<file path="src/rtl/divider_control.sv">
// divider_control: sequential restoring divider, controller plus datapath.
// ClearA_LoadB loads the dividend. Run (a level input) starts one division
// with Din as the divisor, producing one quotient bit every two cycles.
// Optional build macro: SIGNED_DIV_EN selects two's complement operands.
// It adds the FIX state and the operand sign registers.
//
// state | meaning
// IDLE  | waiting; load dividend or start on Run
// SHIFT | shift {A,Q} left by one
// SUB   | trial subtract divisor, set quotient bit if it fits
// FIX   | apply operand signs to quotient/remainder (signed build only)
// HOLD  | result valid, Done high; wait for Run to drop
module divider_control #(
  parameter int WIDTH = 8
) (
  input  logic             Clk,
  input  logic             Reset,
  input  logic             Run,
  input  logic             ClearA_LoadB,
  input  logic [WIDTH-1:0] Din,
  output logic [WIDTH-1:0] Quot,
  output logic [WIDTH-1:0] Rem,
  output logic             Busy,
  output logic             Done,
  output logic             DivZero
);

  localparam int CNT_W = (WIDTH > 1) ? $clog2(WIDTH) : 1;
  localparam logic [CNT_W-1:0] CNT_LAST = CNT_W'(WIDTH - 1);

`ifdef SIGNED_DIV_EN
  typedef enum logic [2:0] {IDLE, SHIFT, SUB, FIX, HOLD} state_t;
`else
  typedef enum logic [2:0] {IDLE, SHIFT, SUB, HOLD} state_t;
`endif

  state_t           state, state_nxt;
  logic [WIDTH:0]   a_reg;
  logic [WIDTH-1:0] q_reg;
  logic [WIDTH-1:0] b_reg;
  logic [CNT_W-1:0] cnt;
  logic             div_zero;
  logic [WIDTH:0]   trial;

`ifdef SIGNED_DIV_EN
  logic sign_n;
  logic sign_d;

  function automatic logic [WIDTH-1:0] mag(input logic [WIDTH-1:0] v);
    // -2^(WIDTH-1) maps onto itself, which reads correctly as unsigned
    return v[WIDTH-1] ? (~v + WIDTH'(1)) : v;
  endfunction
`endif

  assign trial   = a_reg - {1'b0, b_reg};
  assign Quot    = q_reg;
  assign Rem     = a_reg[WIDTH-1:0];
  assign DivZero = div_zero;

  // State register
  always_ff @(posedge Clk or posedge Reset) begin
    if (Reset) state <= IDLE;
    else       state <= state_nxt;
  end

  // Next-state decode and status outputs
  always_comb begin
    state_nxt = state;
    Busy      = 1'b0;
    Done      = 1'b0;
    case (state)
      IDLE: begin
        // load has priority over Run in the same cycle
        if (!ClearA_LoadB && Run) state_nxt = (Din != '0) ? SHIFT : HOLD;
      end
      SHIFT: begin
        Busy      = 1'b1;
        state_nxt = SUB;
      end
      SUB: begin
        Busy = 1'b1;
        if (cnt == CNT_LAST) begin
`ifdef SIGNED_DIV_EN
          state_nxt = FIX;
`else
          state_nxt = HOLD;
`endif
        end else begin
          state_nxt = SHIFT;
        end
      end
`ifdef SIGNED_DIV_EN
      FIX: begin
        Busy      = 1'b1;
        state_nxt = HOLD;
      end
`endif
      HOLD: begin
        Done = 1'b1;
        if (!Run) state_nxt = IDLE;
      end
      default: state_nxt = IDLE;
    endcase
  end

  // Datapath: A/Q/B registers, iteration counter and divide-by-zero flag
  always_ff @(posedge Clk or posedge Reset) begin
    if (Reset) begin
      a_reg    <= '0;
      q_reg    <= '0;
      b_reg    <= '0;
      cnt      <= '0;
      div_zero <= 1'b0;
`ifdef SIGNED_DIV_EN
      sign_n   <= 1'b0;
      sign_d   <= 1'b0;
`endif
    end else begin
      case (state)
        IDLE: begin
          if (ClearA_LoadB) begin
            a_reg    <= '0;
            div_zero <= 1'b0;
`ifdef SIGNED_DIV_EN
            q_reg    <= mag(Din);
            sign_n   <= Din[WIDTH-1];
`else
            q_reg    <= Din;
`endif
          end else if (Run) begin
            if (Din != '0) begin
              cnt    <= '0;
`ifdef SIGNED_DIV_EN
              b_reg  <= mag(Din);
              sign_d <= Din[WIDTH-1];
`else
              b_reg  <= Din;
`endif
            end else begin
              // no iteration: quotient saturates, remainder shows the dividend
              div_zero <= 1'b1;
              q_reg    <= '1;
`ifdef SIGNED_DIV_EN
              a_reg    <= sign_n ? (~{1'b0, q_reg} + (WIDTH+1)'(1)) : {1'b0, q_reg};
`else
              a_reg    <= {1'b0, q_reg};
`endif
            end
          end
        end
        SHIFT: begin
          a_reg <= {a_reg[WIDTH-1:0], q_reg[WIDTH-1]};
          q_reg <= {q_reg[WIDTH-2:0], 1'b0};
        end
        SUB: begin
          // restore by simply not writing A when the trial went negative
          if (!trial[WIDTH]) begin
            a_reg    <= trial;
            q_reg[0] <= 1'b1;
          end
          if (cnt != CNT_LAST) cnt <= cnt + CNT_W'(1);
        end
`ifdef SIGNED_DIV_EN
        FIX: begin
          if (sign_n ^ sign_d) q_reg <= ~q_reg + WIDTH'(1);
          if (sign_n)          a_reg <= ~a_reg + (WIDTH+1)'(1);
        end
`endif
        default: ;
      endcase
    end
  end

endmodule
</file>
<file path="config.mk">
export PLATFORM = sky130hd
export DESIGN_NAME = divider_control
export DESIGN_NICKNAME = d
export VERILOG_FILES = /design/src/rtl/divider_control.sv
export SDC_FILE = /design/constraint.sdc
export NUM_CORES = 1
export LEC_CHECK = 0
export ABC_AREA = 1
export BUFFER_PORTS_ARGS = -buffer_cell sky130_fd_sc_hd__buf_4
export CAP_MARGIN = 25
export CORE_MARGIN = 2
export CORE_UTILIZATION = 40
export DETAILED_ROUTE_END_ITERATION = 7
export HOLD_SLACK_MARGIN = 0.12
export PLACE_DENSITY = 0.7
export SLEW_MARGIN = 20
export SYNTH_ARGS = -nofsm -noshare
export SYNTH_HDL_FRONTEND = slang
export SYNTH_SLANG_ARGS = --single-unit
</file>
<file path="constraint.sdc">
create_clock -name Clk -period 2.3 [get_ports Clk]
set_input_delay 0.345 -clock Clk [delete_from_list [all_inputs] [get_ports Clk]]
set_output_delay 0.345 -clock Clk [all_outputs]
set_load 0.005 [all_outputs]
</file>
==> impl_metrics.toml, run 1 <==
[status]
outcome = "complete, no violations"

[die]
die_x_um = 77.9
die_y_um = 77.9
ios = 31
area_enclosed_by_the_die_boundary_mm2 = 0.00606
core_mm2 = 0.00517
effective_utilization_at_floorplan_pct = 42.2
rows = 26

[setup_path]
capturing_element_type_of_the_critical_path = "flop"
setup.worst_path.start_class = "flop"
critPathArrivalTime_ps = 2290
reg2reg_slack_ps = 190
timing.critical_path.from = "a_reg[0]$_DFFE_PP0P_"
crit_path_end = "a_reg[6]$_DFFE_PP0P_"
r2r.worst_path.cells = 13
critical_path.reg2reg.startpoint = "a_reg[0]$_DFFE_PP0P_"
r2r_end = "a_reg[6]$_DFFE_PP0P_"
worst-path-max-fanout = 16
cp_data_required_time_ps = 2490
worstSetupPathType = "flop to flop"

[timing]
finalCriticalPeriod_ps = 2110
timing.final.hold_violations = 0
fin_crit_sh_pct = 91.6
timing.final.setup_violations = 0
slew-limit-headroom_pct = 63.1
grt_setup_unrepaired = "false"
final.setup.tns_ps = 0
finalMaxSlewViolations = 0
clock-skew-final_ps = 13.5
slew_at_the_pin_closest_to_its_max_slew_limit_ps = 553
maxClockFrequency_mhz = 475

[logic_synthesis]
average_size_of_a_mapped_cell_um2 = 7.32
ys_async_sr_fraction_pct = 100
synth_cells = 298
mappedNetlistNets = 325
synth_top_flop_cell = "sky130_fd_sc_hd__dfrtp_1"
synth_edf_count = 0
seq_area_frac_synth_pct = 35.6
synthDistinctLibCells = 31
count_of_yosys_warnings_during_synthesis = 0
ys_seq_elements = 31
synth.cell_area_mm2 = 0.00218

[global_routing]
vias_in_the_first_global_route = 1863
grtUsageMet3_pct = 4.30
met2_track_demand_over_resource_in_global_routing_pct = 29.7
grt_antenna_before_repair = 0
grt_usage_pct = 18.1
grt_remaining_overflow = 0
met1_usage_pct = 23.0
grt_first_pass_wirelength_mm = 8.54
grt_max_degree = 32
grt.busiest_layer = "met2"

[placement]
hpwlAfterDp_mm = 3.92
place.gp.congestion = 0.857
dp_cells = 387
detailed_place.area_mm2 = 0.00241
place.port_buffers = 30

[clocking]
tritoncts = "yes"
clock_net_sink_count = 31
htree_levels = 2
clk-insertion-delay-late_ps = 290
root_buffer = "sky130_fd_sc_hd__clkbuf_8"
cts-root-to-sink-buffers = 2
hold_fix_buffer_count_after_cts = 0
clk_pin_slew_worst_paths_ps = 80
cts_repair_resize_count = 0
postCtsSetupBuffers = 0
numCtsBuffers = 5

[cells_and_area]
regArea_um2 = 776
area_delta_synth_final_pct = 15.7
layout-drive-gt1-share_pct = 18.8
fillerInstances = 519
finish.cell_count_without_fillers = 395
design.final.nets = 351
most_used_cells_in_the_layout_excluding_fill_and_tap_cells = "sky130_fd_sc_hd__nand2_1 (90), sky130_fd_sc_hd__inv_1 (53), sky130_fd_sc_hd__buf_4 (33), sky130_fd_sc_hd__dfrtp_1 (31), sky130_fd_sc_hd__o21ai_0 (31)"
design_area_mm2 = 0.00252
largest_reg_flops = 9
multi_input_area_mm2 = 0.00110
most_common_library_cell_in_the_layout_ignoring_fill_and_taps = "sky130_fd_sc_hd__nand2_1"
n_antenna_cell = 0

[power]
pwr_density_cell_mw_per_mm2 = 1440
lkg_pwr_nw = 1.36
fin_total_pwr_mw = 3.65
ir_worst_vdd_uv = 680

[drt]
detail_route.first_pass.iterations = 4
via_count = 1920
drcViolationCount = 0
route.antenna.remaining_nets = 0
route.detailed.wl_per_inst_um = 12.7
via_per_inst = 4.86
wl_mm = 5.02
dr.first_iter.drc_count = 96

[min_path]
hp-class = "input pin to async pin"

[run]
cap_violations = 0
critical path: stages, from the launching register on:
cell                      delay, ps
sky130_fd_sc_hd__dfrtp_1        380
sky130_fd_sc_hd__inv_1           70
sky130_fd_sc_hd__ha_1           220
sky130_fd_sc_hd__fa_1           360
sky130_fd_sc_hd__inv_1           80
sky130_fd_sc_hd__nand2_1         60
sky130_fd_sc_hd__nand2_1        100
sky130_fd_sc_hd__nand3_1         90
sky130_fd_sc_hd__nand3_1        110
sky130_fd_sc_hd__nand3_2         90
sky130_fd_sc_hd__nand2_4        180
sky130_fd_sc_hd__inv_1          130
sky130_fd_sc_hd__nand2_1         80
sky130_fd_sc_hd__nand2_1         50
worst min-delay path by stage:
stage / end / slack, ps
finish: a_reg[7]$_DFFE_PP0P_ / 140
CTS: a_reg[1]$_DFFE_PP0P_ / 160
floorplan: DivZero$_DFFE_PP0P_ / 450
global placement: a_reg[7]$_DFFE_PP0P_ / 470
global route: a_reg[1]$_DFFE_PP0P_ / 180
detailed placement: a_reg[7]$_DFFE_PP0P_ / 470
area by class of cell:
cell class	instances	area share, %
Clock inverter	3	1.73
Sequential cell	31	30.7
Timing Repair Buffer	33	9.81
Multi-Input combinational cell	199	43.5
Inverter	54	8.03
Clock buffer	5	2.73
Tap cell	70	3.47
cells in the mapped netlist (2+ instances only):
library cell	count	area, um2
sky130_fd_sc_hd__dfrtp_1	31	776
sky130_fd_sc_hd__nor2_1	7	26.3
sky130_fd_sc_hd__inv_1	53	199
sky130_fd_sc_hd__nor2_2	2	12.5
sky130_fd_sc_hd__nand2_2	2	12.5
sky130_fd_sc_hd__ha_1	14	175
sky130_fd_sc_hd__nand2_1	90	338
sky130_fd_sc_hd__a21oi_1	9	45.0
sky130_fd_sc_hd__o21ai_0	31	155
sky130_fd_sc_hd__nand3_1	13	65.1
sky130_fd_sc_hd__nand3b_1	2	15.0
sky130_fd_sc_hd__o22ai_1	5	31.3
sky130_fd_sc_hd__o21ai_1	3	15.0
sky130_fd_sc_hd__o21ai_2	10	87.6
sky130_fd_sc_hd__buf_2	3	15.0
sky130_fd_sc_hd__buf_4	8	60.1
through the flow:
step	util [%]	worst slack, ps	hold WS, ps
2_1_floorplan	-	470	449
3_3_place_gp	46.6	307	466
3_5_place_dp	46.6	215	473
4_1_cts	48.8	205	158
5_1_grt	48.8	30.6	184
6_report	48.8	194	137
report_power, final:
part / internal, mW / total, mW / switching, mW
registers: 0.784 / 0.954 / 0.170
clock network: 0.322 / 0.548 / 0.226
logic: 0.844 / 2.14 / 1.30
logic make-up (layout without fill, tap and decap cells):
family	count (synthesis)	in the layout	synth area share (%)
and+or+nand+nor	123	123	25.1
buffers and inverters	68	95	14.1
AOI/OAI and AO/OA	61	61	16.3
DFF	31	31	35.6
adders and majority gates	15	15	8.95
per-layer routing:
metal	part of all wire, %	vias to the layer above
met5	0	-
met4	1.9	0
met3	3.7	13
met2	48	35
met1	47	886
li1	-	986
Power figures use the tool's default switching activity.
==> run 2: changes to the inputs <==
RECOVER_POWER = 50   (was unset)
==> run 2 against run 1 <==
  * The flow now finishes with violations (max-capacitance violations, max-slew violations)
  * Non-clock buffer count stayed put
  * Hold slack better by 150 ps
  * First-iteration DRC count shrank 30%
  * Register-to-register slack better by 20 ps
  * Sequential share of layout area barely moved
  * Cell count unchanged
  * Critical path depth stayed put
  * Combinational power hardly changed
  * Largest cell class unchanged
  * Largest power group unchanged
==> impl_metrics.toml, run 2 (synthesis results as in run 1) <==
[power]
ir_worst_vdd_uv = 678
lkg_pwr_nw = 1.35
fin_total_pwr_mw = 3.63
pwr_density_cell_mw_per_mm2 = 1440

[timing]
worst_path_setup_slack_after_routing_ps = 214
finalCriticalPeriod_ps = 2090
final.setup.tns_ps = 0
slew_at_the_pin_closest_to_its_max_slew_limit_ps = 1700
grt_setup_unrepaired = "false"
maxClockFrequency_mhz = 479
timing.final.hold_violations = 0
finalMaxSlewViolations = 32
timing.final.setup_violations = 0
slew-limit-headroom_pct = -13.1
fin_crit_sh_pct = 90.7
clock-skew-final_ps = 12.5

[clocking]
cts-root-to-sink-buffers = 2
root_buffer = "sky130_fd_sc_hd__clkbuf_8"
cts_repair_resize_count = 0
hold_fix_buffer_count_after_cts = 0
clk_pin_slew_worst_paths_ps = 80
tritoncts = "yes"
clk-insertion-delay-late_ps = 290
postCtsSetupBuffers = 0
htree_levels = 2
numCtsBuffers = 5
clock_net_sink_count = 31

[setup_path]
capturing_element_type_of_the_critical_path = "flop"
largest_stage_delay_on_the_critical_path_ps = 370
slowest_cp_cell = "sky130_fd_sc_hd__dfrtp_1"
critPathArrivalTime_ps = 2270
crit_path_cell_trace = "inv_1 > ha_1 > fa_1 > inv_1 > nand2_1 > nand2_1 > nand3_1 > nand3_1 > nand3_2 > nand2_4 > inv_1 > nand2_1 > nand2_1"
cp_data_required_time_ps = 2490
worstSetupPathType = "flop to flop"
worst-path-max-fanout = 16
setup.worst_path.start_class = "flop"
crit_top_cell = "sky130_fd_sc_hd__nand2_1"

[cells_and_area]
most_common_library_cell_in_the_layout_ignoring_fill_and_taps = "sky130_fd_sc_hd__nand2_1"
multi_input_area_mm2 = 0.00110
area_delta_synth_final_pct = 15.5
fillerInstances = 519
layout-drive-gt1-share_pct = 18.5
most_used_cells_in_the_layout_excluding_fill_and_tap_cells = "sky130_fd_sc_hd__nand2_1 (90), sky130_fd_sc_hd__inv_1 (53), sky130_fd_sc_hd__dfrtp_1 (31), sky130_fd_sc_hd__o21ai_0 (31), sky130_fd_sc_hd__buf_4 (22)"
design.final.nets = 351
largest_reg_flops = 9
regArea_um2 = 776
n_antenna_cell = 0

[drt]
wl_mm = 4.99
route.detailed.wl_per_inst_um = 12.6
via_count = 1935
dr.first_iter.drc_count = 67
via_per_inst = 4.90
drcViolationCount = 0
detail_route.first_pass.iterations = 4
route.antenna.remaining_nets = 0

[global_routing]
grt_max_degree = 32
vias_in_the_first_global_route = 1863
grt_remaining_overflow = 0
grt_antenna_before_repair = 0
grt_usage_pct = 18.1
grt_first_pass_wirelength_mm = 8.54

[run]
cap_violations = 1

[status]
outcome = "complete, but fails checks"
failed_checks = "max-capacitance violations, max-slew violations"

[die]
die_y_um = 77.9
ios = 31
effective_utilization_at_floorplan_pct = 42.2
core_mm2 = 0.00517
rows = 26
die_x_um = 77.9
area_enclosed_by_the_die_boundary_mm2 = 0.00606

[placement]
place.port_buffers = 30
hpwlAfterDp_mm = 3.92
place.gp.congestion = 0.857
placement.setup.worst_slack_ps = 215

[min_path]
hp-class = "input pin to flop"
run 2: cell count changes in the layout (fill, tap and decap cells not counted), sizes merged:
| cell | previous run | this run |
|---|---|---|
| clkbuf | 5 | 16 |
| buf | 33 | 22 |
run 2: final cells by class:
cell class	count	share of cell area, %
clock buffers	5	2.73
clock inverters	3	1.74
inverters	54	8.04
multi-input cells	199	43.6
flip-flops and latches	31	30.8
well taps	70	3.47
repair buffers	33	9.68
run 2: final timing paths:
check                      slack, ps              endpoint  cells past startpoint                 start
max in group asynchronous        660  b_reg[5]$_DFFE_PP0P_                      3                 Reset
min                              290   DivZero$_DFFE_PP0P_                      2          ClearA_LoadB
min reg2reg                      490  b_reg[5]$_DFFE_PP0P_                      2  b_reg[5]$_DFFE_PP0P_
max                              210  a_reg[6]$_DFFE_PP0P_                     13  a_reg[0]$_DFFE_PP0P_
min in group asynchronous        650  a_reg[7]$_DFFE_PP0P_                      3                 Reset
max reg2reg                      210  a_reg[6]$_DFFE_PP0P_                     13  a_reg[0]$_DFFE_PP0P_
run 2: per-layer routing:
layer,track usage (%),part of all wire [%],vias to the layer above
li1,-,-,987
met1,23.0,45,891
met2,29.7,48,44
met3,4.30,5.0,13
met4,6.79,1.9,0
met5,0,0,-
run 2: metrics by stage:
stage / hold slack [ps] / cell area [um2] / utilization [%] / instances
floorplan: 449 / 2180 / - / 298
global placement: 466 / 2410 / 46.6 / 387
detailed placement: 473 / 2410 / 46.6 / 387
CTS: 158 / 2520 / 48.8 / 395
global route: 295 / 2520 / 48.7 / 395
finish: 289 / 2520 / 48.7 / 395
run 2: power by group:
group	leakage [nW]	switching [mW]	total (mW)	internal (mW)
Sequential	0.393	0.167	0.951	0.784
Clock	0.0581	0.225	0.547	0.322
Combinational	0.903	1.30	2.13	0.836
Total	1.35	1.69	3.63	1.94
run 2: worst max-delay path, delay by kind of cell (launching register included):
kind / cells / cell delay [ps]
adder cells (fa/ha/maj): 2 / 580
buffers and inverters: 3 / 280
flip-flops: 1 / 370
AND/OR/NAND/NOR: 8 / 750
==> run 3: changes to the inputs <==
BUFFER_PORTS_ARGS = unset   (was -buffer_cell sky130_fd_sc_hd__buf_4)
DONT_BUFFER_PORTS = 1   (was unset)
PLACE_DENSITY = 0.65   (was 0.7)
==> run 3 against run 2 <==
  * The run now ends clean
  * Combinational power is 9% lower
  * Clock-buffer cell count stayed put
  * First-iteration DRC count grew 28%
  * Design area is 8.7% lower
  * Global-route usage is 0.63 points lower
  * Highest routed layer unchanged
==> impl_metrics.toml, run 3 (synthesis results as in run 1) <==
[status]
outcome = "complete, no violations"

[clocking]
root_buffer = "sky130_fd_sc_hd__clkbuf_8"
clk-insertion-delay-late_ps = 290
cts_repair_resize_count = 0
clock_net_sink_count = 31
htree_levels = 2
tritoncts = "yes"
clk_pin_slew_worst_paths_ps = 80
cts-root-to-sink-buffers = 2
numCtsBuffers = 5
postCtsSetupBuffers = 0
hold_fix_buffer_count_after_cts = 1

[power]
pwr_density_cell_mw_per_mm2 = 1460
portion_of_total_power_attributed_to_the_clock_network_pct = 13.5
lkg_pwr_nw = 1.21
power_switching_share_pct = 49.8
power.internal_mw = 1.69
share_comb_of_total_power_pct = 57.5
share_seq_of_total_power_pct = 29.0
power.net_switching_mw = 1.67
ir_worst_vdd_uv = 641

[setup_path]
reg2reg_slack_ps = 150
critical_path.reg2reg.startpoint = "a_reg[0]$_DFFE_PP0P_"
worst-path-max-fanout = 16
r2r.worst_path.cells = 13
cp_data_required_time_ps = 2480
critPathArrivalTime_ps = 2330
setup.worst_path.start_class = "flop"
r2r_end = "a_reg[6]$_DFFE_PP0P_"
capturing_element_type_of_the_critical_path = "flop"
worstSetupPathType = "flop to flop"

[global_routing]
grt_first_pass_wirelength_mm = 8.37
grt_remaining_overflow = 0
grt_usage_pct = 17.5
grt_antenna_before_repair = 0
grt_max_degree = 32
vias_in_the_first_global_route = 1765

[drt]
via_count = 1851
drcViolationCount = 0
dr.first_iter.drc_count = 86
via_per_inst = 5.03
route.antenna.remaining_nets = 0
wl_mm = 5.01
detail_route.first_pass.iterations = 4
route.detailed.wl_per_inst_um = 13.6

[cells_and_area]
most_common_library_cell_in_the_layout_ignoring_fill_and_taps = "sky130_fd_sc_hd__nand2_1"
design_area_mm2 = 0.00230
area_delta_synth_final_pct = 5.50
regArea_um2 = 776
n_antenna_cell = 0
finish.cell_count_without_fillers = 368
fillerInstances = 524
most_used_cells_in_the_layout_excluding_fill_and_tap_cells = "sky130_fd_sc_hd__nand2_1 (90), sky130_fd_sc_hd__inv_1 (53), sky130_fd_sc_hd__dfrtp_1 (31), sky130_fd_sc_hd__o21ai_0 (31), sky130_fd_sc_hd__ha_1 (14)"
largest_reg_flops = 9
multi_input_area_mm2 = 0.00110
layout-drive-gt1-share_pct = 11.1
design.final.nets = 324

[timing]
clock-skew-final_ps = 7.40
timing.final.hold_violations = 0
fin_crit_sh_pct = 93.5
finalMaxSlewViolations = 0
timing.final.setup_violations = 0
maxClockFrequency_mhz = 465
grt_setup_unrepaired = "false"
worst_path_setup_slack_after_routing_ps = 149
finalCriticalPeriod_ps = 2150
final.setup.tns_ps = 0
slew_at_the_pin_closest_to_its_max_slew_limit_ps = 794
slew-limit-headroom_pct = 47.1

[die]
area_enclosed_by_the_die_boundary_mm2 = 0.00606
rows = 26
core_mm2 = 0.00517
ios = 31
die_y_um = 77.9
die_x_um = 77.9
effective_utilization_at_floorplan_pct = 42.2

[placement]
dp_cells = 359
placement.setup.worst_slack_ps = 164
place.port_buffers = 0
place.gp.congestion = 0.886
detailed_place.area_mm2 = 0.00220
hpwlAfterDp_mm = 3.92

[min_path]
hp-class = "input pin to flop"
startpoint_of_the_most_critical_hold_path = "ClearA_LoadB"
worstHoldPathCells = 1
worstHoldEndpoint = "DivZero$_DFFE_PP0P_"

[run]
cap_violations = 0
[run 3: layout make-up]
class,count,share of cell area [%]
Clock inverter,3,1.03
Tap cell,70,3.80
Sequential cell,31,33.7
Clock buffer,5,2.99
Inverter,54,8.80
Timing Repair Buffer,6,1.96
Multi-Input combinational cell,199,47.7
[run 3: worst max path at each step]
| stage | startpoint | end | slack [ps] | depth (start not counted) |
|---|---|---|---|---|
| after floorplan | a_reg[0]$_DFFE_PP0P_ | a_reg[3]$_DFFE_PP0P_ | 470 | 14 |
| after global placement | a_reg[0]$_DFFE_PP0P_ | a_reg[6]$_DFFE_PP0P_ | 270 | 13 |
| after detailed placement | a_reg[0]$_DFFE_PP0P_ | a_reg[7]$_DFFE_PP0P_ | 160 | 13 |
| after CTS | a_reg[0]$_DFFE_PP0P_ | a_reg[7]$_DFFE_PP0P_ | 140 | 13 |
| after global routing | a_reg[0]$_DFFE_PP0P_ | a_reg[7]$_DFFE_PP0P_ | 7 | 13 |
| final | a_reg[0]$_DFFE_PP0P_ | a_reg[6]$_DFFE_PP0P_ | 150 | 13 |
[run 3: power groups by stage]
stage                     Clock (mW)  Combinational, mW  Sequential (mW)
after floorplan                    0               1.65            0.927
after global placement             0               1.90            0.980
after detailed placement           0               1.93            0.989
after CTS                      0.466               1.95            0.979
after global routing           0.487               2.23             1.01
final                          0.453               1.93            0.975
[run 3: per-layer routing]
metal  vias up  share of wire (%)  track usage, %
li1        935                  -               -
met1       867                 48            23.1
met2        42                 47            28.5
met3         7                4.6            4.30
met4         0                1.0            4.29
met5         -                  0               0
[run 3: worst max-delay path, cell delays in order (launching register included)]
cell                      delay, ps
sky130_fd_sc_hd__dfrtp_1        400
sky130_fd_sc_hd__inv_1           70
sky130_fd_sc_hd__ha_1           230
sky130_fd_sc_hd__fa_1           370
sky130_fd_sc_hd__inv_1           80
sky130_fd_sc_hd__nand2_1         70
sky130_fd_sc_hd__nand2_1         90
sky130_fd_sc_hd__nand3_1         90
sky130_fd_sc_hd__nand3_1        110
sky130_fd_sc_hd__nand3_2        100
sky130_fd_sc_hd__nand2_4        180
sky130_fd_sc_hd__inv_1          130
sky130_fd_sc_hd__nand2_1         80
sky130_fd_sc_hd__nand2_1         50
[run 3: through the flow]
stage                     total power, mW  utilization, %  hold WS, ps
after detailed placement             2.92            42.6          358
final                                3.36            44.5          165
after CTS                            3.40            44.6          157
after global placement               2.88            42.6          355
after floorplan                      2.57               -          449
after global routing                 3.72            44.5          151
